===== src/rtl/ahb_slave_mem_if.sv =====
// AHB-Lite bus bundle between the team's master/interconnect and one slave-select target.
interface ahb_slave_mem_if;
  localparam int unsigned ADDR_BUS_W = 32;
  localparam int unsigned DATA_BUS_W = 32;

  logic                  hsel;
  logic [ADDR_BUS_W-1:0] haddr;
  logic                  hwrite;
  logic [2:0]            hsize;
  logic [2:0]            hburst;
  logic [3:0]            hprot;
  logic [1:0]            htrans;
  logic                  hmastlock;
  logic                  hready;
  logic [DATA_BUS_W-1:0] hwdata;
  logic                  hreadyout;
  logic                  hresp;
  logic [DATA_BUS_W-1:0] hrdata;

  modport master (
    output hsel, haddr, hwrite, hsize, hburst, hprot, htrans, hmastlock, hready, hwdata,
    input  hreadyout, hresp, hrdata
  );

  modport slave (
    input  hsel, haddr, hwrite, hsize, hburst, hprot, htrans, hmastlock, hready, hwdata,
    output hreadyout, hresp, hrdata
  );
endinterface


===== src/rtl/ahb_slave_mem.sv =====
// AHB-Lite slave backed by a word-addressed register-file memory with two-cycle ERROR responses.
// Optional data-phase wait states are enabled by defining AHB_SLAVE_WAIT_EN.
module ahb_slave_mem #(
  parameter int unsigned ADDR_W      = 4,
  parameter int unsigned WAIT_CYCLES = 2
) (
  input  logic            hclk,
  input  logic            hreset,
  ahb_slave_mem_if.slave  bus
);
  localparam int unsigned DEPTH  = 2 ** ADDR_W;
  localparam int unsigned DATA_W = 32;
  localparam int unsigned LANES  = DATA_W / 8;

`ifdef AHB_SLAVE_WAIT_EN
  typedef enum logic [2:0] {ST_IDLE, ST_DATA, ST_ERR1, ST_ERR2, ST_WAIT} state_t;
`else
  typedef enum logic [2:0] {ST_IDLE, ST_DATA, ST_ERR1, ST_ERR2} state_t;
`endif

  state_t              state, state_next;
  logic                ready_q, resp_q, ready_next, resp_next;
  logic [DATA_W-1:0]   rdata_q;
  logic [DATA_W-1:0]   mem [DEPTH];
  logic                pend_write;
  logic [ADDR_W-1:0]   pend_idx;
  logic [LANES-1:0]    pend_lanes;
  logic                accept, addr_err, commit, fwd;
  logic [ADDR_W-1:0]   idx;
  logic [LANES-1:0]    lanes;
  logic [DATA_W-1:0]   merged;
  state_t              ok_state;
  logic                wait_done;
  logic                unused_bits;

  assign bus.hreadyout = ready_q;
  assign bus.hresp     = resp_q;
  assign bus.hrdata    = rdata_q;

  // A new address phase is only taken while this slave is not stretching its own data phase
  assign accept = bus.hsel && bus.hready && bus.htrans[1] && ready_q;
  assign idx    = bus.haddr[ADDR_W+1:2];
  assign commit = pend_write && (state == ST_DATA);
  assign fwd    = commit && (pend_idx == idx);

  // Size, alignment and out-of-range decode of the address phase
  always_comb begin
    addr_err = 1'b0;
    if (bus.hsize > 3'd2)                                  addr_err = 1'b1;
    else if ((bus.hsize == 3'd1) && bus.haddr[0])          addr_err = 1'b1;
    else if ((bus.hsize == 3'd2) && (bus.haddr[1:0] != 2'b00)) addr_err = 1'b1;
    if ((bus.haddr >> (ADDR_W + 2)) != 32'd0)              addr_err = 1'b1;
  end

  // Little-endian byte-lane enables
  always_comb begin
    case (bus.hsize)
      3'd0:    lanes = 4'b0001 << bus.haddr[1:0];
      3'd1:    lanes = bus.haddr[1] ? 4'b1100 : 4'b0011;
      default: lanes = 4'b1111;
    endcase
  end

  // Word as it will look after the pending write commits
  always_comb begin
    merged = mem[pend_idx];
    for (int b = 0; b < int'(LANES); b++) begin
      if (pend_lanes[b]) merged[8*b +: 8] = bus.hwdata[8*b +: 8];
    end
  end

`ifdef AHB_SLAVE_WAIT_EN
  localparam int unsigned CNT_W = (WAIT_CYCLES > 1) ? $clog2(WAIT_CYCLES) : 1;
  logic [CNT_W-1:0] wait_cnt;

  assign ok_state    = (WAIT_CYCLES == 0) ? ST_DATA : ST_WAIT;
  assign wait_done   = (32'(wait_cnt) + 32'd1) >= WAIT_CYCLES;
  assign unused_bits = ^{bus.hburst, bus.hprot, bus.hmastlock};

  always_ff @(posedge hclk) begin
    if (hreset || (state != ST_WAIT)) wait_cnt <= '0;
    else                              wait_cnt <= wait_cnt + CNT_W'(1);
  end
`else
  assign ok_state    = ST_DATA;
  assign wait_done   = 1'b1;
  assign unused_bits = ^{bus.hburst, bus.hprot, bus.hmastlock, WAIT_CYCLES, wait_done};
`endif

  always_comb begin
    state_next = state;
    ready_next = 1'b1;
    resp_next  = 1'b0;
    case (state)
      ST_IDLE, ST_DATA, ST_ERR2: begin
        if (!accept)      state_next = ST_IDLE;
        else if (addr_err) state_next = ST_ERR1;
        else              state_next = ok_state;
      end
      ST_ERR1: state_next = ST_ERR2;
`ifdef AHB_SLAVE_WAIT_EN
      ST_WAIT: if (wait_done) state_next = ST_DATA;
`endif
      default: state_next = ST_IDLE;
    endcase
    case (state_next)
      ST_ERR1: begin ready_next = 1'b0; resp_next = 1'b1; end
      ST_ERR2: resp_next = 1'b1;
`ifdef AHB_SLAVE_WAIT_EN
      ST_WAIT: ready_next = 1'b0;
`endif
      default: ;
    endcase
  end

  always_ff @(posedge hclk) begin
    if (hreset) begin
      state   <= ST_IDLE;
      ready_q <= 1'b1;
      resp_q  <= 1'b0;
    end else begin
      state   <= state_next;
      ready_q <= ready_next;
      resp_q  <= resp_next;
    end
  end

  // Memory, pending write and read data; a read hitting the committing word gets the merged value
  always_ff @(posedge hclk) begin
    if (hreset) begin
      for (int unsigned i = 0; i < DEPTH; i++) mem[i] <= '0;
      pend_write <= 1'b0;
      pend_idx   <= '0;
      pend_lanes <= '0;
      rdata_q    <= '0;
    end else begin
      if (commit) mem[pend_idx] <= merged;
      if (ready_q) pend_write <= accept && !addr_err && bus.hwrite;
      if (accept) begin
        pend_idx   <= idx;
        pend_lanes <= lanes;
      end
      if (accept && !addr_err && !bus.hwrite) rdata_q <= fwd ? merged : mem[idx];
    end
  end
endmodule


===== src/flat_wrapper.sv =====
// flat-port wrapper written by rule: the top's interface ports become plain ports
module ahb_slave_mem_flat 
#(
  parameter int unsigned ADDR_W      = 4,
  parameter int unsigned WAIT_CYCLES = 2
)
  (hclk, hreset, bus_hsel, bus_haddr, bus_hwrite, bus_hsize, bus_hburst, bus_hprot, bus_htrans, bus_hmastlock, bus_hready, bus_hwdata, bus_hreadyout, bus_hresp, bus_hrdata);
  ahb_slave_mem_if bus_i ();
  input  logic hclk;
  input  logic hreset;
  input wire logic [$bits(bus_i.hsel)-1:0] bus_hsel;
  input wire logic [$bits(bus_i.haddr)-1:0] bus_haddr;
  input wire logic [$bits(bus_i.hwrite)-1:0] bus_hwrite;
  input wire logic [$bits(bus_i.hsize)-1:0] bus_hsize;
  input wire logic [$bits(bus_i.hburst)-1:0] bus_hburst;
  input wire logic [$bits(bus_i.hprot)-1:0] bus_hprot;
  input wire logic [$bits(bus_i.htrans)-1:0] bus_htrans;
  input wire logic [$bits(bus_i.hmastlock)-1:0] bus_hmastlock;
  input wire logic [$bits(bus_i.hready)-1:0] bus_hready;
  input wire logic [$bits(bus_i.hwdata)-1:0] bus_hwdata;
  output wire logic [$bits(bus_i.hreadyout)-1:0] bus_hreadyout;
  output wire logic [$bits(bus_i.hresp)-1:0] bus_hresp;
  output wire logic [$bits(bus_i.hrdata)-1:0] bus_hrdata;
  assign bus_i.hsel = bus_hsel;
  assign bus_i.haddr = bus_haddr;
  assign bus_i.hwrite = bus_hwrite;
  assign bus_i.hsize = bus_hsize;
  assign bus_i.hburst = bus_hburst;
  assign bus_i.hprot = bus_hprot;
  assign bus_i.htrans = bus_htrans;
  assign bus_i.hmastlock = bus_hmastlock;
  assign bus_i.hready = bus_hready;
  assign bus_i.hwdata = bus_hwdata;
  assign bus_hreadyout = bus_i.hreadyout;
  assign bus_hresp = bus_i.hresp;
  assign bus_hrdata = bus_i.hrdata;
  ahb_slave_mem #(.ADDR_W(ADDR_W), .WAIT_CYCLES(WAIT_CYCLES)) u_core (.hclk(hclk), .hreset(hreset), .bus(bus_i));
endmodule

===== config.mk =====
export PLATFORM = sky130hd
export DESIGN_NAME = ahb_slave_mem_flat
export DESIGN_NICKNAME = d
export VERILOG_FILES = /design/src/rtl/ahb_slave_mem_if.sv /design/src/rtl/ahb_slave_mem.sv /design/src/flat_wrapper.sv
export SDC_FILE = /design/constraint.sdc
export NUM_CORES = 1
export LEC_CHECK = 0
export CORE_MARGIN = 2
export CORE_UTILIZATION = 30
export DETAILED_ROUTE_END_ITERATION = 10
export GPL_TIMING_DRIVEN = 0
export PLACE_DENSITY = 0.52
export SLEW_MARGIN = 40
export SYNTH_ARGS = -nofsm -noshare
export SYNTH_HDL_FRONTEND = slang
export SYNTH_SLANG_ARGS = --single-unit

===== constraint.sdc =====
create_clock -name hclk -period 2.6 [get_ports hclk]
set_input_delay 0.52 -clock hclk [delete_from_list [all_inputs] [get_ports hclk]]
set_output_delay 0.52 -clock hclk [all_outputs]
set_load 0.02 [all_outputs]

# Word level (Yosys, flattened, before mapping)
# Memory sizes are Yosys's and may differ from the RTL's. A register that Yosys moved wholly into a read port is not among the register bits.
# Cells that the tools add are included.
dict set report classes {
  n_lt_le_gt_ge 1
  n_eq_ne 7
  n_shift 1
  mux 25
  reduce_logical 18
}
# op count
set op_table {}
lappend op_table {{32-bit 2-to-1 mux} 1}
lappend op_table {{8-bit 2-to-1 mux} 4}
lappend op_table {{32-bit nonzero test} 1}
lappend op_table {{32-bit OR reduction} 1}
lappend op_table {{4-bit 2-to-1 mux} 4}
lappend op_table {{3-bit by 2-bit equality test with 1-bit output (second input constant)} 5}
lappend op_table {{1-bit 2-to-1 mux} 12}
lappend op_table {{1-bit logical AND} 9}
lappend op_table {{4-bit case mux with 2 select lines} 1}
lappend op_table {{3-bit by 1-bit equality test with 1-bit output (second input constant)} 2}
lappend op_table {{3-bit zero test} 2}
lappend op_table {{3-bit case mux with 2 select lines} 1}
lappend op_table {{1-bit by 2-bit << shifter with 4-bit output (first input constant)} 1}
lappend op_table {{3-bit by 2-bit > comparator with 1-bit output (second input constant)} 1}
lappend op_table {{3-bit 2-to-1 mux} 1}
lappend op_table {{3-bit OR reduction} 1}
lappend op_table {{1-bit zero test} 2}
lappend op_table {{2-bit 2-to-1 mux} 1}
lappend op_table {{2-bit nonzero test} 1}
lappend op_table {{2-bit OR reduction} 1}
dict set report totals {
  regBits 14
  mem_bits_rw 512
  in_bits 82
  output_inout_bits 34
  word_cells 59
  n_memories 1
}
# memory words width rd rd_clocked_by_memory_dff write_ports line_no
set memory_table {}
lappend memory_table {u_core.mem 16 32 2 2 16 ahb_slave_mem.sv:24} ;# logic [DATA_W-1:0] mem [DEPTH];

# Depth between registers and ports, before layout
# Gate-level depths: netlist of the first run.
dict set report depth {
  ltp_word 12
  depth_mapped 9
  ltp_nobuf 5
}

# Least setup slack after synthesis of the first run
# No wires, ideal clock.
dict set report synth_timing {
  path_type {input -> register}
  from {in hreset}
  to {mem u_core.mem[14][0] (enable)}
  setup_ns 0.394
  arrival_ns 2.119
  required_time_ns 2.206
  setup_slack_ns 0.087
  stages 5
  n_path_buf 0
  path_cell_list {nor4bb_1 nand2_1 nor2_1 nand3_1 nand2b_1}
}
# element line_no
set synth_rtl {}
lappend synth_rtl {{from (decl)} flat_wrapper.sv:10} ;# input logic hreset;
lappend synth_rtl {{to (decl)} ahb_slave_mem.sv:24}

==> results.cfg, run 1 <==
[final_layout]
diodes = 0
regArea_sq_um = 16400
fillCellCount = 8949
drive_above_1_share_pct = 27.1
post-route-cell-area_sq_um = 33900
finalNetCount = 2247
area_growth_syn_to_layout_pct = 19.7
fin_cells = 3472
multiInputGateArea_sq_um = 11100

[synth]
synth_top_cell_area_share_pct = 54.3
ys_seq_area_share_pct = 57.8
synth_edf_count = 512
async_reset_ff_share_pct = 0
netlist_instances = 1961
synth_largest_area_cell = edfxtp_1
yosysMostFrequentCell = nor2_1
synth_nets = 2043
ys_seq_elements = 561
yosys-top-cells-area = edfxtp_1, mux4_2, nor2_1
syn_avg_cell_area_sq_um = 14.4
synth-main-ff-cell = edfxtp_1
synth_cell_types = 51
netlist_area_sq_um = 28300
synth_warnings = 0
synth_commonest_cells = nor2_1, edfxtp_1, mux4_2, mux2i_1, clkbuf_1

[detailed_routing]
drtIter0Drc = 2991
drc = 0
via_count = 20000
avgRoutedWirePerCell_um = 32.4
routed_wl_um = 112000
dr.pass1.iters = 6
ant_nets = 0
via_per_inst = 5.76

[floorplan]
rows = 112
fp.dieW_um = 311
ioPinCount = 116
core_area_sq_um = 93500
die_h_um = 311
die-area_sq_um = 96800
initial_utilization_pct = 30.3

[timing]
hold_violations = 0
rsz0062_at_grt = yes
slew_headroom_pct = 37.5
period_share_pct = 99.7
whs_ns = 0.480
finalMaxSlewViolations = 0
tightest_slew_ns = 0.938
setup_viol_count_final = 0
post-route-min-period_ns = 2.59
fin_worst_skew_ns = 0.0354
clock.fmax_ghz = 0.386

[placement]
dp_hpwl_um = 76200
place_area_sq_um = 31500
port-buffer-count = 104
dp_cells = 3336
routabilityCongestion = 0.889

[critical_path]
path_delay_family = buffers and inverters
max_stage_delay_ns = 0.54
worst-path-buf-inv = 4
crit_slowest_cell = clkdlybuf4s50_1
critPathRequiredTime_ns = 3.11
critPathArrivalTime_ns = 3.10
end_kind = flop
path_class = in -> reg
rrSetupSlack_ns = 0.05
r2r-start = u_core.pend_write
path_common_cell = clkbuf_2
worst_setup_path_start_kind = primary input
crit_fanout = 10
r2r_end = u_core.mem[2][22]
ff2ff_path_depth = 6
crit_chain = clkdlybuf4s50_1 -> clkbuf_2 -> nor2b_1 -> clkbuf_2 -> clkbuf_2 -> a22oi_1 -> o21ai_0 -> a32oi_1 -> o21ai_0

[power]
power_uw = 21300
power.density_nw_per_um2 = 630
ir_drop_v = 0.000592
p_leak_uw = 0.0114

[clocking]
cts.sinks = 561
clk_pin_slew_ns = 0.06
clockBufferDepth = 3
insertion_delay_ns = 0.67
cts_tree = done
root_buffer = clkbuf_16
cts_max_level = 2
numCtsBuffers = 61
cts_hold_buf = 0

[worst_hold_path]
hold_class = reg -> reg
whs_path_depth = 2
hold_path_end = u_core.bus.hrdata[5]
worstHoldStart = u_core.bus.hrdata[5]

[global_route]
antenna_found_initial = 3
track_usage_pct = 22.8
grt_overflow_total = 0
grt_max_degree = 22
grt_pass1_vias = 20300
grt_pass1_wl_um = 154000

[status]
outcome = finished clean

[flow_run]
maxCapViolCount = 0
==> metal layers <==
metal	global-route usage, %	wire (um)
met1	30.2	43600
met2	37.1	53000
met3	4.14	10700
met4	9.53	5090
met5	0	24
==> worst register-to-register path, delay by kind of cell (launching register included) <==
family        cells  cell delay, ns
simple gates      5            1.57
buf+inv           1            0.29
flops             1            0.36
==> report_power, final <==
| group | leakage [uW] | internal (uW) | switching (uW) |
|---|---|---|---|
| clock network | 0.000949 | 4770 | 3800 |
| registers | 0.00570 | 10100 | 142 |
| logic | 0.00471 | 1020 | 1520 |
| total | 0.0114 | 15900 | 5470 |
==> layout by cell type, fill, tap and decap left out, drive strengths merged, types with 4 or more instances in the layout <==
| cell | synthesis | layout |
|---|---|---|
| and4 | 4 | 4 |
| o21ai | 84 | 84 |
| nor3 | 4 | 4 |
| mux2i | 115 | 115 |
| nor4 | 7 | 7 |
| o22ai | 9 | 9 |
| a22oi | 58 | 58 |
| a211oi | 4 | 4 |
| a2111oi | 4 | 4 |
| inv | 4 | 5 |
| dfxtp | 49 | 49 |
| a21oi | 17 | 17 |
| nand2b | 21 | 21 |
| clkbuf | 83 | 170 |
| clkdlybuf4s50 | 0 | 102 |
| mux4 | 240 | 240 |
| a32o | 4 | 4 |
| nand3 | 7 | 7 |
| buf | 103 | 137 |
| a31oi | 5 | 5 |
| a32oi | 32 | 32 |
| nor2 | 523 | 523 |
| nor2b | 14 | 14 |
| and2 | 4 | 4 |
| nand2 | 31 | 31 |
| clkinv | 0 | 28 |
| a221oi | 7 | 7 |
| edfxtp | 512 | 512 |
==> how the worst max path moves through the flow <==
stage                     slack, ns                     to                 start  depth (start not counted)
after floorplan                0.09      u_core.mem[14][0]                hreset                          5
after global placement        -2.61     u_core.mem[13][12]                hreset                          6
after detailed placement      -1.35  u_core.bus.hrdata[29]                hreset                          7
after CTS                     -0.07   u_core.bus.hrdata[9]  u_core.bus.hreadyout                          7
after global routing          -0.01      u_core.mem[12][0]                  flop                          9
final                         0.008  u_core.bus.hrdata[11]          bus_haddr[5]                          9
==> sequential cells by signal, indices dropped and copies added, names as in the netlist, named ones only <==
name,count
u_core.bus.hrdata,32
u_core.bus.hreadyout,1
u_core.bus.hresp,1
u_core.mem,512
u_core.pend_idx,4
u_core.pend_lanes,4
u_core.pend_write,1
u_core.state,2
==> cells by family (layout without fill, tap and decap cells) <==
| logic type | after synthesis | count (layout) | synth area share [%] |
|---|---|---|---|
| simple gates | 624 | 624 | 9.00 |
| buf+inv | 190 | 447 | 4.01 |
| flops | 561 | 561 | 57.8 |
| mux | 355 | 355 | 23.2 |
| compound gates | 227 | 227 | 5.92 |
| xor+xnor | 4 | 4 | 0.124 |
==> final cells by class <==
| cell class | instances | area share [%] |
|---|---|---|
| multi-input cells | 1210 | 32.7 |
| plain buffers | 185 | 3.86 |
| well taps | 1254 | 4.63 |
| flip-flops and latches | 561 | 48.3 |
| clock inverters | 32 | 0.665 |
| repair buffers | 142 | 4.80 |
| clock buffers | 84 | 5.03 |
| inverters | 4 | 0.0443 |
==> what timing repair did <==
action / in CTS / in global routing
pin swaps: 2 / 2
endpoints found under the setup margin: 594 / 537
buffers inserted: 10 / 11
gates resized for setup: 41 / 38
==> metrics by stage <==
stage	setup TNS [ns]	worst slack (ns)	util (%)
4_1_cts	-1.30	-0.0720	36.0
5_1_grt	-0.0941	-0.0123	36.2
3_3_place_gp	-1563.76	-2.61	33.1
3_5_place_dp	-647.49	-1.35	33.6
6_report	0	0.00845	36.2
2_1_floorplan	0	0.0871	-
Power figures use the tool's default switching activity.
==> inputs of run 2 (changes only) <==
- GPL_TIMING_DRIVEN: 0 -> 1
==> run 2 against run 1 <==
  * Sequential cell count did not move
  * Sequential power barely moved
  * Critical path type is now reg -> reg
  * Critical path depth decreased by 2
  * Total power decreased by 1.4%
  * Highest routed layer is now met4
  * Wire length down 14%
  * Global-route usage decreased by 3.2 points
  * Largest power group unchanged
==> results.cfg, run 2 (synthesis results as in run 1) <==
[status]
outcome = finished clean

[timing]
hold_violations = 0
post-route-min-period_ns = 2.50
rsz0062_at_grt = no
tightest_slew_ns = 0.782
setup_viol_count_final = 0
finalMaxSlewViolations = 0
period_share_pct = 96.1
fin_worst_skew_ns = 0.0348
clock.fmax_ghz = 0.400
fin_ws_ns = 0.101
slew_headroom_pct = 47.9

[clocking]
clk_pin_slew_ns = 0.07
numCtsBuffers = 60
insertion_delay_ns = 0.64
cts_tree = done
root_buffer = clkbuf_16
cts_hold_buf = 0
cts_max_level = 2
cts.sinks = 561
clockBufferDepth = 3

[placement]
port-buffer-count = 106
dp_cells = 3316
post-place-ws_ns = -0.176
dp_hpwl_um = 62300
routabilityCongestion = 0.827

[detailed_routing]
dr.pass1.iters = 5
ant_nets = 0
via_count = 19000
drc = 0
via_per_inst = 5.52
drtIter0Drc = 2178
avgRoutedWirePerCell_um = 28.0
routed_wl_um = 96500

[critical_path]
path_common_cell = buf_12
ff2ff_path_depth = 7
crit_chain = buf_12 -> buf_12 -> mux4_2 -> mux2i_1 -> a22oi_1 -> o21ai_2 -> nor2_1
end_kind = flop
rrSetupSlack_ns = 0.10
worst_setup_path_start_kind = flop
critPathRequiredTime_ns = 2.95
crit_fanout = 17
critPathArrivalTime_ns = 2.85
r2r_end = u_core.mem[4][15]
crit_slowest_cell = dfxtp_4
path_class = reg -> reg
max_stage_delay_ns = 0.56

[final_layout]
largest_reg_flops = 512
diodes = 0
finalNetCount = 2221
mostFrequentLayoutCells = nor2_1, edfxtp_1, mux4_2
area_growth_syn_to_layout_pct = 20.5
drive_above_1_share_pct = 28.3
regMostFlops = u_core.mem
fin_cells = 3445

[power]
ir_drop_v = 0.000544
power.density_nw_per_um2 = 617
p_leak_uw = 0.0114

[worst_hold_path]
hold_class = in -> reg
worstHoldStart = bus_haddr[3]
whs_path_depth = 3

[floorplan]
initial_utilization_pct = 30.3
rows = 112
core_area_sq_um = 93500
fp.dieW_um = 311
ioPinCount = 116
die-area_sq_um = 96800
die_h_um = 311

[global_route]
antenna_found_initial = 1
grt_pass1_wl_um = 138000
grt_pass1_vias = 19800
grt_max_degree = 33
track_usage_pct = 19.7
grt_overflow_total = 0

[flow_run]
maxCapViolCount = 0
-- run 2: cell types whose count changed in the layout (fill, tap and decap cells not counted), sizes merged --
cell	change
clkinv	+5
clkbuf	-97
buf	+62
inv	+2
bufinv	+3
dlymetal6s2s	-2
-- run 2: worst max-delay path: cells and delay by family (launching register included) --
kind	cells	cell delay (ns)
AND/OR/NAND/NOR	1	0.09
buffers and inverters	2	0.32
flip-flops	1	0.56
multiplexers	2	0.76
AO/OA/AOI/OAI	2	0.46
-- run 2: stage by stage --
| stage | util, % | power (uW) | cell area, sq um | setup TNS, ns | hold WS, ns |
|---|---|---|---|---|---|
| floorplan | - | 11800 | 28300 | 0 | 0.455 |
| global placement | 34.3 | 12700 | 32000 | -31.03 | 0.461 |
| detailed placement | 34.3 | 12700 | 32000 | -62.51 | 0.460 |
| CTS | 36.3 | 21200 | 33900 | 0 | 0.215 |
| finish | 36.5 | 21100 | 34100 | 0 | 0.252 |
| global route | 36.5 | 21700 | 34100 | 0 | 0.251 |
-- run 2: worst max path at each step --
stage	cells after the start	startpoint	slack, ns	endpoint
final	7	flop	0.10	u_core.mem[4][15]
after global routing	6	flop	0.003	u_core.mem[13][0]
after CTS	6	flop	0.06	u_core.mem[8][0]
after detailed placement	10	hreset	-0.18	u_core.mem[5][21]
after global placement	7	hreset	-0.21	u_core.bus.hrdata[11]
after floorplan	5	hreset	0.09	u_core.mem[14][0]
-- run 2: power by group --
part | total [uW] | leakage, uW | switching, uW | internal (uW)
Sequential | 10200 | 0.00570 | 159 | 10100
Clock | 8480 | 0.000950 | 3650 | 4820
Combinational | 2340 | 0.00472 | 1340 | 1000
-- run 2: repair_timing --
item,in CTS,in global routing
buffers inserted,0,15
setup endpoints to repair,0,123
gates resized for setup,0,7
-- run 2: area by class of cell --
type	count	area, sq um
clock buffer	72	1590
clock inverter	42	328
fill	8889	59400
inverter	4	15.0
multi-input combinational	1210	11000
sequential	561	16400
tap	1254	1570
timing repair buffer	302	3280
-- run 2: per-layer routing --
layer / up-vias / GRT usage [%] / part of all wire, %
met5: - / 0 / 0
met3: 158 / 2.79 / 7.5
met2: 887 / 34.0 / 50
met4: 0 / 5.47 / 2.8
li1: 7959 / - / -
met1: 10000 / 25.7 / 40
